--- src/rtl/tiny_shader_pkg.sv ---
// Shared types and constants for the frame probe.
package tiny_shader_pkg;

  typedef enum logic [1:0] {
    IDLE    = 2'd0,
    ARMED   = 2'd1,
    CAPTURE = 2'd2,
    DONE    = 2'd3
  } probe_state_t;

  localparam int unsigned CRC_BITS   = 16;
  localparam int unsigned PIXEL_BITS = 6;
  localparam logic [CRC_BITS-1:0] CRC_POLY = 16'h1021;

endpackage

--- src/rtl/frame_probe_crc.sv ---
// CRC-16-CCITT advanced by one 6-bit pixel, MSB first, no reflection.
module frame_probe_crc
  import tiny_shader_pkg::*;
(
  input  logic [CRC_BITS-1:0]   crc_i,
  input  logic [PIXEL_BITS-1:0] data_i,
  output logic [CRC_BITS-1:0]   next_crc_c
);

  logic [CRC_BITS-1:0] crc_v;

  // Six serial shift/XOR steps unrolled into one cycle.
  always_comb begin
    crc_v = crc_i;
    for (int i = int'(PIXEL_BITS) - 1; i >= 0; i--) begin
      crc_v = {crc_v[CRC_BITS-2:0], 1'b0}
            ^ ({CRC_BITS{crc_v[CRC_BITS-1] ^ data_i[i]}} & CRC_POLY);
    end
    next_crc_c = crc_v;
  end

endmodule

--- src/rtl/frame_probe.sv ---
// Single-frame signature probe: CRC of active pixels, colour at a probe
// coordinate and a line-length / line-count check, held until acknowledged.
module frame_probe
  import tiny_shader_pkg::*;
#(
  parameter int unsigned     WIDTH    = 640,
  parameter int unsigned     HEIGHT   = 480,
  parameter logic [15:0]     CRC_INIT = 16'hFFFF
) (
  input  logic                      clk_i,
  input  logic                      rst_ni,
  input  logic [5:0]                rrggbb_i,
  input  logic                      pixel_valid_i,
  input  logic                      frame_start_i,
  input  logic [$clog2(WIDTH)-1:0]  probe_x_i,
  input  logic [$clog2(HEIGHT)-1:0] probe_y_i,
  input  logic                      arm_i,
  input  logic                      ack_i,
  output logic                      busy_o,
  output logic                      result_valid_o,
  output logic [15:0]               crc_o,
  output logic [5:0]                probe_pixel_o,
  output logic                      probe_hit_o,
  output logic                      geometry_err_o
);

  // Counters hold one extra value so a full line/frame reads exactly WIDTH/HEIGHT.
  localparam int unsigned XW  = $clog2(WIDTH + 1);
  localparam int unsigned YW  = $clog2(HEIGHT + 1);
  localparam int unsigned PXW = $clog2(WIDTH);
  localparam int unsigned PYW = $clog2(HEIGHT);

  probe_state_t state_q, state_d;

  logic [XW-1:0]         x_q, x_d;
  logic [YW-1:0]         y_q, y_d;
  logic [CRC_BITS-1:0]   crc_q, crc_d;
  logic [PIXEL_BITS-1:0] pix_q, pix_d;
  logic                  hit_q, hit_d;
  logic                  err_q, err_d;
  logic [PXW-1:0]        probe_x_q;
  logic [PYW-1:0]        probe_y_q;
  logic                  valid_q;
  logic                  latch_probe_c;
  logic                  frame_end_c;
  logic [CRC_BITS-1:0]   crc_step_c;

  frame_probe_crc u_crc (
    .crc_i      (crc_q),
    .data_i     (rrggbb_i),
    .next_crc_c (crc_step_c)
  );

  // State register.
  always_ff @(posedge clk_i or negedge rst_ni) begin
    if (!rst_ni) state_q <= IDLE;
    else         state_q <= state_d;
  end

  // Next-state logic and capture control strobes.
  always_comb begin
    state_d       = state_q;
    latch_probe_c = 1'b0;
    frame_end_c   = 1'b0;
    case (state_q)
      IDLE: begin
        if (arm_i) begin
          state_d       = ARMED;
          latch_probe_c = 1'b1;
        end
      end
      ARMED: begin
        if (frame_start_i) state_d = CAPTURE;
      end
      CAPTURE: begin
        if (frame_start_i) begin
          state_d     = DONE;
          frame_end_c = 1'b1;
        end
      end
      DONE: begin
        if (ack_i) begin
          state_d       = arm_i ? ARMED : IDLE;
          latch_probe_c = arm_i;
        end
      end
      default: state_d = IDLE;
    endcase
  end

  // Accumulation: CRC, probe capture, x/y counting and geometry checks.
  always_comb begin
    x_d   = x_q;
    y_d   = y_q;
    crc_d = crc_q;
    pix_d = pix_q;
    hit_d = hit_q;
    err_d = err_q;
    if (state_q == ARMED && frame_start_i) begin
      x_d   = '0;
      y_d   = '0;
      crc_d = CRC_INIT;
      pix_d = '0;
      hit_d = 1'b0;
      err_d = 1'b0;
    end else if (state_q == CAPTURE) begin
      if (pixel_valid_i) begin
        crc_d = crc_step_c;
        if (x_q == XW'(probe_x_q) && y_q == YW'(probe_y_q)) begin
          pix_d = rrggbb_i;
          hit_d = 1'b1;
        end
        if (x_q == XW'(WIDTH)) err_d = 1'b1;
        else                   x_d   = x_q + XW'(1);
      end else if (valid_q) begin
        if (x_q != XW'(WIDTH)) err_d = 1'b1;
        x_d = '0;
        if (y_q != YW'(HEIGHT)) y_d = y_q + YW'(1);
      end
      if (frame_start_i) begin
        if (pixel_valid_i)       err_d = 1'b1;
        if (y_d != YW'(HEIGHT))  err_d = 1'b1;
      end
    end
  end

  // Datapath registers, probe coordinate latch and line-end edge detector.
  always_ff @(posedge clk_i or negedge rst_ni) begin
    if (!rst_ni) begin
      x_q       <= '0;
      y_q       <= '0;
      crc_q     <= '0;
      pix_q     <= '0;
      hit_q     <= 1'b0;
      err_q     <= 1'b0;
      probe_x_q <= '0;
      probe_y_q <= '0;
      valid_q   <= 1'b0;
    end else begin
      x_q     <= x_d;
      y_q     <= y_d;
      crc_q   <= crc_d;
      pix_q   <= pix_d;
      hit_q   <= hit_d;
      err_q   <= err_d;
      valid_q <= pixel_valid_i;
      if (latch_probe_c) begin
        probe_x_q <= probe_x_i;
        probe_y_q <= probe_y_i;
      end
    end
  end

  // Registered status and results; results only move on entry to DONE.
  always_ff @(posedge clk_i or negedge rst_ni) begin
    if (!rst_ni) begin
      busy_o         <= 1'b0;
      result_valid_o <= 1'b0;
      crc_o          <= '0;
      probe_pixel_o  <= '0;
      probe_hit_o    <= 1'b0;
      geometry_err_o <= 1'b0;
    end else begin
      busy_o         <= (state_d == ARMED) || (state_d == CAPTURE);
      result_valid_o <= (state_d == DONE);
      if (frame_end_c) begin
        crc_o          <= crc_d;
        probe_pixel_o  <= pix_d;
        probe_hit_o    <= hit_d;
        geometry_err_o <= err_d;
      end
    end
  end

endmodule
--- config.mk ---
export PLATFORM = sky130hd
export DESIGN_NAME = frame_probe
export DESIGN_NICKNAME = d
export VERILOG_FILES = /design/src/rtl/tiny_shader_pkg.sv /design/src/rtl/frame_probe_crc.sv /design/src/rtl/frame_probe.sv
export SDC_FILE = /design/constraint.sdc
export NUM_CORES = 1
export LEC_CHECK = 0
export BUFFER_PORTS_ARGS = -buffer_cell sky130_fd_sc_hd__clkbuf_2
export CELL_PAD_IN_SITES_DETAIL_PLACEMENT = 0
export CELL_PAD_IN_SITES_GLOBAL_PLACEMENT = 1
export CORE_MARGIN = 8
export CORE_UTILIZATION = 41
export DETAILED_ROUTE_END_ITERATION = 8
export GPL_TIMING_DRIVEN = 0
export PLACE_DENSITY = 0.72
export SETUP_SLACK_MARGIN = 0.05
export SLEW_MARGIN = 15
export SYNTH_ARGS = -nofsm -noshare
export SYNTH_HDL_FRONTEND = slang
export SYNTH_SLANG_ARGS = --single-unit
--- constraint.sdc ---
create_clock -name clk_i -period 2.1 [get_ports clk_i]
set_input_delay 0.63 -clock clk_i [delete_from_list [all_inputs] [get_ports clk_i]]
set_output_delay 0.63 -clock clk_i [all_outputs]
set_load 0.05 [all_outputs]
==> flow_metrics.env, run 1 <==
export IMPL_die_h_um=122
export IMPL_fin_area_um2=5690
export IMPL_multi_input_area_um2=2320
export IMPL_cp_max_fo=5
export IMPL_reg2reg_to="x_q[8]$_DFFE_PN0P_"
export IMPL_async_reset_ff_frac=1.00
export IMPL_r2r_start="x_q[1]$_DFFE_PN0P_"
export IMPL_cts_tree="built"
export IMPL_endpoint="x_q[8]$_DFFE_PN0P_"
export IMPL_cp_end_kind="register"
export IMPL_yosys_warnings=0
export IMPL_syn_area_per_cell_um2=10.8
export IMPL_hold_path_class="in2async"
export IMPL_viasPerCell=5.23
export IMPL_synth_top_area_share=0.493
export IMPL_rsz0062_at_grt="true"
export IMPL_ys_ff_latch=91
export IMPL_final_nets=549
export IMPL_seq_area_um2=2280
export IMPL_die_area_um2=14900
export IMPL_hold_buffers=0
export IMPL_clk_pin_slew_ns=0.06
export IMPL_num_rows=38
export IMPL_synth_edff_count=0
export IMPL_syn_area_um2=4620
export IMPL_dpl_hpwl_um=7810
export IMPL_diodes=0
export IMPL_setup_violations=0
export IMPL_synth_ff_type="dfrtp_1"
export IMPL_antenna_found_initial=0
export IMPL_die_x_um=122
export IMPL_clkSinkCount=91
export IMPL_cts_root_buf="clkbuf_16"
export IMPL_via_count=3414
export IMPL_skew_ns=0.00784
export IMPL_required_ns=2.37
export IMPL_synthDistinctLibCells=50
export IMPL_drive_above_1_share=0.333
export IMPL_min_period_ns=2.00
export IMPL_met3_usage=0.0292
export IMPL_coreArea_um2=10900
export IMPL_routedWlPerCell_um=16.5
export IMPL_grt_pass1_vias=3509
export IMPL_slew_violations=0
export IMPL_syn2layout_area_growth_pct=23.3
export IMPL_insertion_delay_ns=0.35
export IMPL_first_pass_iters=4
export IMPL_n_fill_cell=1030
export IMPL_final_common_cell="dfrtp_1"
export IMPL_grt_start_max_net_pins=92
export IMPL_start_util=0.422
export IMPL_powerDensity_nw_per_um2=1290
export IMPL_ios=57
export IMPL_finalHoldViolations=0
export IMPL_outcome="complete, no violations"
export IMPL_grt_total_usage=0.151
export IMPL_fmax_mhz=499
export IMPL_synth_top_area_cell="dfrtp_1"
export IMPL_ctsLongestPathBuffers=2
export IMPL_rrSetupSlack_ns=0.1
export IMPL_numCtsBuffers=9
export IMPL_grt_busiest_layer="met2"
export IMPL_grt_ovfl_total=0
export IMPL_postRouteAntennaNets=0
export IMPL_arrival_ns=2.28
export IMPL_met2_usage=0.227
export IMPL_tightest_slew_ns=0.714
export IMPL_startpoint_type="register"
export IMPL_gr_usage_met1=0.206
export IMPL_crit_type="reg2reg"
export IMPL_final_util=0.521
export IMPL_syn_num_nets=469
export IMPL_leakage_nw=2.53
export IMPL_relSlewSlack=0.524
export IMPL_fin_crit_sh=0.955
export IMPL_final_cell_mix="88 x dfrtp_1, 59 x clkbuf_2, 51 x nand2_1, 36 x xnor2_1, 36 x mux2_2"
export IMPL_reg2reg_depth=8
export IMPL_placed_area_um2=5090
export IMPL_postSynthCellCount=428
export IMPL_routed_wl_um=10800
export IMPL_htreeDepth=3
export IMPL_drc=0
export IMPL_ys_seq_area_frac=0.493
export IMPL_irDropWorstVdd_mv=0.857
export IMPL_drt_initial_drc_count=195
export IMPL_gp_congestion=0.830
export IMPL_maxCapViolCount=0
export IMPL_port_buffer_count=56
export IMPL_synth_area_top_cells="dfrtp_1 49%, mux2_2 8.8%, xnor2_1 6.8%"
export IMPL_crit_path_start="x_q[1]$_DFFE_PN0P_"
export IMPL_grt_pass1_wl_um=17600
[where the power goes]
group          internal, mW  leakage, nW  switching [mW]
logic                  1.27         1.29            1.68
registers              2.29         1.09           0.367
clock network          1.08        0.157           0.671
[per-stage QoR]
stage	TNS, ns	hold WS, ns	power (mW)	std cells	worst slack (ns)
final	0	0.350	7.35	653	0.0954
after global routing	0	0.403	7.78	653	0.0139
after CTS	0	0.378	7.33	652	0.0463
after detailed placement	-14.58	0.471	5.39	624	-0.465
after global placement	-77.33	0.461	5.31	624	-0.710
after floorplan	0	0.334	4.70	428	0.0505
[area by class of cell]
| cell class | instances | area share |
|---|---|---|
| timing repair buffer | 73 | 0.0749 |
| sequential | 91 | 0.401 |
| tap | 140 | 0.0308 |
| clock inverter | 4 | 0.0130 |
| buffer | 19 | 0.0231 |
| clock buffer | 12 | 0.0433 |
| multi-input combinational | 305 | 0.408 |
| inverter | 9 | 0.00593 |
[registers in the layout, indices dropped and copies added (netlist names)]
register and cells:
geometry_err_o 1, err_q 1, result_valid_o 1, pix_q 6, busy_o 1, probe_y_q 9, y_q 9, state_q 2
hit_q 1, probe_pixel_o 6, crc_q 16, probe_x_q 10, valid_q 1, x_q 10, crc_o 16, probe_hit_o 1
[synthesized netlist by cell type (2+ instances only)]
master      n
nand4_1    13
nand3b_1    2
inv_1       9
and3b_1     2
mux2i_1     7
a21oi_1    12
or4_1       2
mux2_2     36
buf_2       4
clkbuf_1   16
or3_2       2
nand3_1    19
o211ai_1   14
a2bb2oi_1   6
a21boi_0    2
o21ai_0    10
and2_1      3
nor2_1     20
nor3b_1     4
nand2_1    52
nand4bb_1   2
nand4b_1    3
o31ai_1     3
dfrtp_1    91
xnor2_1    36
xor2_1     15
nor3_1      5
and3_1      3
nor2b_1     4
ha_1       10
o32ai_1     2
[critical path, cell delays in order (launching register included)]
cell     delay (ns)
dfrtp_2        0.37
inv_2          0.05
ha_4           0.14
and3b_2        0.21
and4_4         0.19
or2_4          0.23
buf_6          0.13
or4_4          0.50
a21oi_2        0.12
[what timing repair did]
| action | 4_1_cts | 5_1_grt |
|---|---|---|
| resized for setup | 24 | 29 |
| buffers inserted | 12 | 4 |
| setup endpoints to repair | 63 | 48 |
| hold endpoints to repair | 0 | 0 |
| pin swaps | 3 | 4 |
| cloned | 0 | 1 |
[logic make-up after synthesis]
group,count (synthesis),synth area share
multiplexers,43,0.103
flip-flops,91,0.493
AO/OA/AOI/OAI,58,0.0876
XOR/XNOR,52,0.102
adder cells (fa/ha/maj),10,0.0271
buffers and inverters,32,0.0295
AND/OR/NAND/NOR,142,0.158
[routing by layer]
layer | vias to the layer above | share of wire
li1 | 1666 | -
met2 | 51 | 0.46
met3 | 13 | 0.035
met5 | - | 0
met4 | 0 | 0.019
met1 | 1684 | 0.49
[how the worst min path moves through the flow]
stage,to,cells after the start
6_report,x_q[4]$_DFFE_PN0P_,1
5_1_grt,x_q[5]$_DFFE_PN0P_,1
4_1_cts,x_q[4]$_DFFE_PN0P_,1
3_5_place_dp,crc_o[5]$_DFFE_PN0P_,2
3_3_place_gp,crc_o[5]$_DFFE_PN0P_,2
2_1_floorplan,busy_o$_DFF_PN0_,0
Power figures use the tool's default switching activity.
==> run 2: changes to the inputs <==
--- a/config.mk
+++ b/config.mk
@@ -10,6 +10,8 @@
 export CELL_PAD_IN_SITES_GLOBAL_PLACEMENT = 1
 export CORE_MARGIN = 8
 export CORE_UTILIZATION = 41
+export CTS_BUF_LIST = sky130_fd_sc_hd__clkbuf_16
+export CTS_CLUSTER_DIAMETER = 100
 export DETAILED_ROUTE_END_ITERATION = 8
 export GPL_TIMING_DRIVEN = 0
 export PLACE_DENSITY = 0.72
==> run 2 against run 1 <==
Register-to-register slack about the same. Global-route usage about the same. Critical path type unchanged. Flip-flop and latch count unchanged. Highest routed layer unchanged. Critical endpoint unchanged. Clock power down 3%. Largest cell class unchanged. Via count down 0.15%.
==> flow_metrics.env, run 2 (synthesized netlist as in run 1, its figures left out) <==
export IMPL_crit_type="reg2reg"
export IMPL_grt_start_max_net_pins=92
export IMPL_grt_total_usage=0.151
export IMPL_ios=57
export IMPL_die_h_um=122
export IMPL_n_fill_cell=1029
export IMPL_cts_tree="built"
export IMPL_startpoint_type="register"
export IMPL_min_period_ns=2.00
export IMPL_drt_initial_drc_count=203
export IMPL_gp_congestion=0.830
export IMPL_clk_pin_slew_ns=0.06
export IMPL_final_common_cell="dfrtp_1"
export IMPL_postRouteAntennaNets=0
export IMPL_grt_ovfl_total=0
export IMPL_cpMaxStageDelayCell="or4_4"
export IMPL_coreArea_um2=10900
export IMPL_grt_pass1_wl_um=17600
export IMPL_clkSinkCount=91
export IMPL_grt_pass1_vias=3504
export IMPL_irDropWorstVdd_mv=0.855
export IMPL_syn2layout_area_growth_pct=23.1
export IMPL_antenna_found_initial=0
export IMPL_port_buffer_count=56
export IMPL_placed_area_um2=5090
export IMPL_fin_area_um2=5680
export IMPL_setup_slack_ns=0.0954
export IMPL_dpl_hpwl_um=7810
export IMPL_powerDensity_nw_per_um2=1290
export IMPL_tightest_slew_ns=0.712
export IMPL_hold_path_class="in2async"
export IMPL_pre_cts_ws_ns=-0.465
export IMPL_path_cells="inv_2 > ha_4 > and3b_2 > and4_4 > or2_4 > buf_6 > or4_4 > a21oi_2"
export IMPL_slew_violations=0
export IMPL_finalHoldViolations=0
export IMPL_numCtsBuffers=9
export IMPL_fin_crit_sh=0.955
export IMPL_final_cell_mix="88 x dfrtp_1, 59 x clkbuf_2, 51 x nand2_1, 36 x xnor2_1, 36 x mux2_2"
export IMPL_drive_above_1_share=0.331
export IMPL_maxCapViolCount=0
export IMPL_largestRegisters="crc_o x16, crc_q x16"
export IMPL_relSlewSlack=0.525
export IMPL_drc=0
export IMPL_insertion_delay_ns=0.35
export IMPL_cp_end_kind="register"
export IMPL_critical_path_top_delay_family="simple AND/OR/NAND/NOR gates"
export IMPL_outcome="complete, no violations"
export IMPL_hold_buffers=0
export IMPL_fmax_mhz=499
export IMPL_path_buf_inv=2
export IMPL_num_rows=38
export IMPL_setup_violations=0
export IMPL_die_x_um=122
export IMPL_final_nets=549
export IMPL_viasPerCell=5.22
export IMPL_skew_ns=0.00778
export IMPL_first_pass_iters=7
export IMPL_ctsLongestPathBuffers=2
export IMPL_arrival_ns=2.28
export IMPL_required_ns=2.37
export IMPL_via_count=3409
export IMPL_rsz0062_at_grt="true"
export IMPL_final_util=0.520
export IMPL_leakage_nw=2.54
export IMPL_htreeDepth=3
export IMPL_cts_root_buf="clkbuf_16"
export IMPL_start_util=0.422
export IMPL_finalPower_mw=7.31
export IMPL_cp_max_fo=5
export IMPL_cp_slowest_stage_delay_ns=0.50
export IMPL_die_area_um2=14900
export IMPL_routedWlPerCell_um=16.5
export IMPL_routed_wl_um=10800
export IMPL_diodes=0
export IMPL_fin_hold_ws_ns=0.351
run 2: path summary, 6_finish.rpt:
| path | startpoint | to | slack [ns] | cells after the start |
|---|---|---|---|---|
| max in group asynchronous | rst_ni | x_q[1]$_DFFE_PN0P_ | 1.24 | 1 |
| setup reg to reg | x_q[1]$_DFFE_PN0P_ | x_q[8]$_DFFE_PN0P_ | 0.1 | 8 |
| hold reg to reg | crc_o[5]$_DFFE_PN0P_ | crc_o[5]$_DFFE_PN0P_ | 0.48 | 2 |
| min in group clk_i | pixel_valid_i | valid_q$_DFF_PN0_ | 0.48 | 1 |
| hold / removal | rst_ni | x_q[4]$_DFFE_PN0P_ | 0.35 | 1 |
| setup / recovery | x_q[1]$_DFFE_PN0P_ | x_q[8]$_DFFE_PN0P_ | 0.1 | 8 |
run 2: layout make-up:
class / count / area [µm²] / area share
clock buffer: 9 / 225 / 0.0396
timing repair buffer: 73 / 427 / 0.0751
sequential: 91 / 2280 / 0.401
buffer: 19 / 131 / 0.0231
clock inverter: 7 / 85.1 / 0.0150
multi-input combinational: 305 / 2320 / 0.409
tap: 140 / 175 / 0.0308
inverter: 9 / 33.8 / 0.00594
run 2: per-layer routing:
layer / global-route usage / wire length (µm)
met1: 0.206 / 5260
met2: 0.226 / 4910
met3: 0.0292 / 393
met4: 0.0701 / 202
met5: 0 / 0
run 2: power breakdown:
part,total (mW),internal (mW),switching [mW]
combinational,2.95,1.27,1.68
sequential,2.66,2.29,0.368
clock,1.70,1.03,0.672
total,7.31,4.58,2.72
run 2: worst reg2reg max path, delay by kind of cell (launching register included):
kind            cells  cell delay, ns
flops               1            0.37
compound gates      1            0.12
fa+ha+maj           1            0.14
buf+inv             2            0.18
simple gates        4            1.13
run 2: per-stage QoR:
step	instances	TNS (ns)
global route	653	0
detailed placement	624	-14.58
global placement	624	-77.33
finish	653	0
floorplan	428	0
CTS	652	0
run 2: repair_timing:
| item | in CTS | in global routing |
|---|---|---|
| resized for setup | 24 | 29 |
| pin swaps | 3 | 4 |
| setup buffers | 12 | 4 |
| endpoints found under the setup margin | 62 | 48 |
| gates cloned | 0 | 1 |
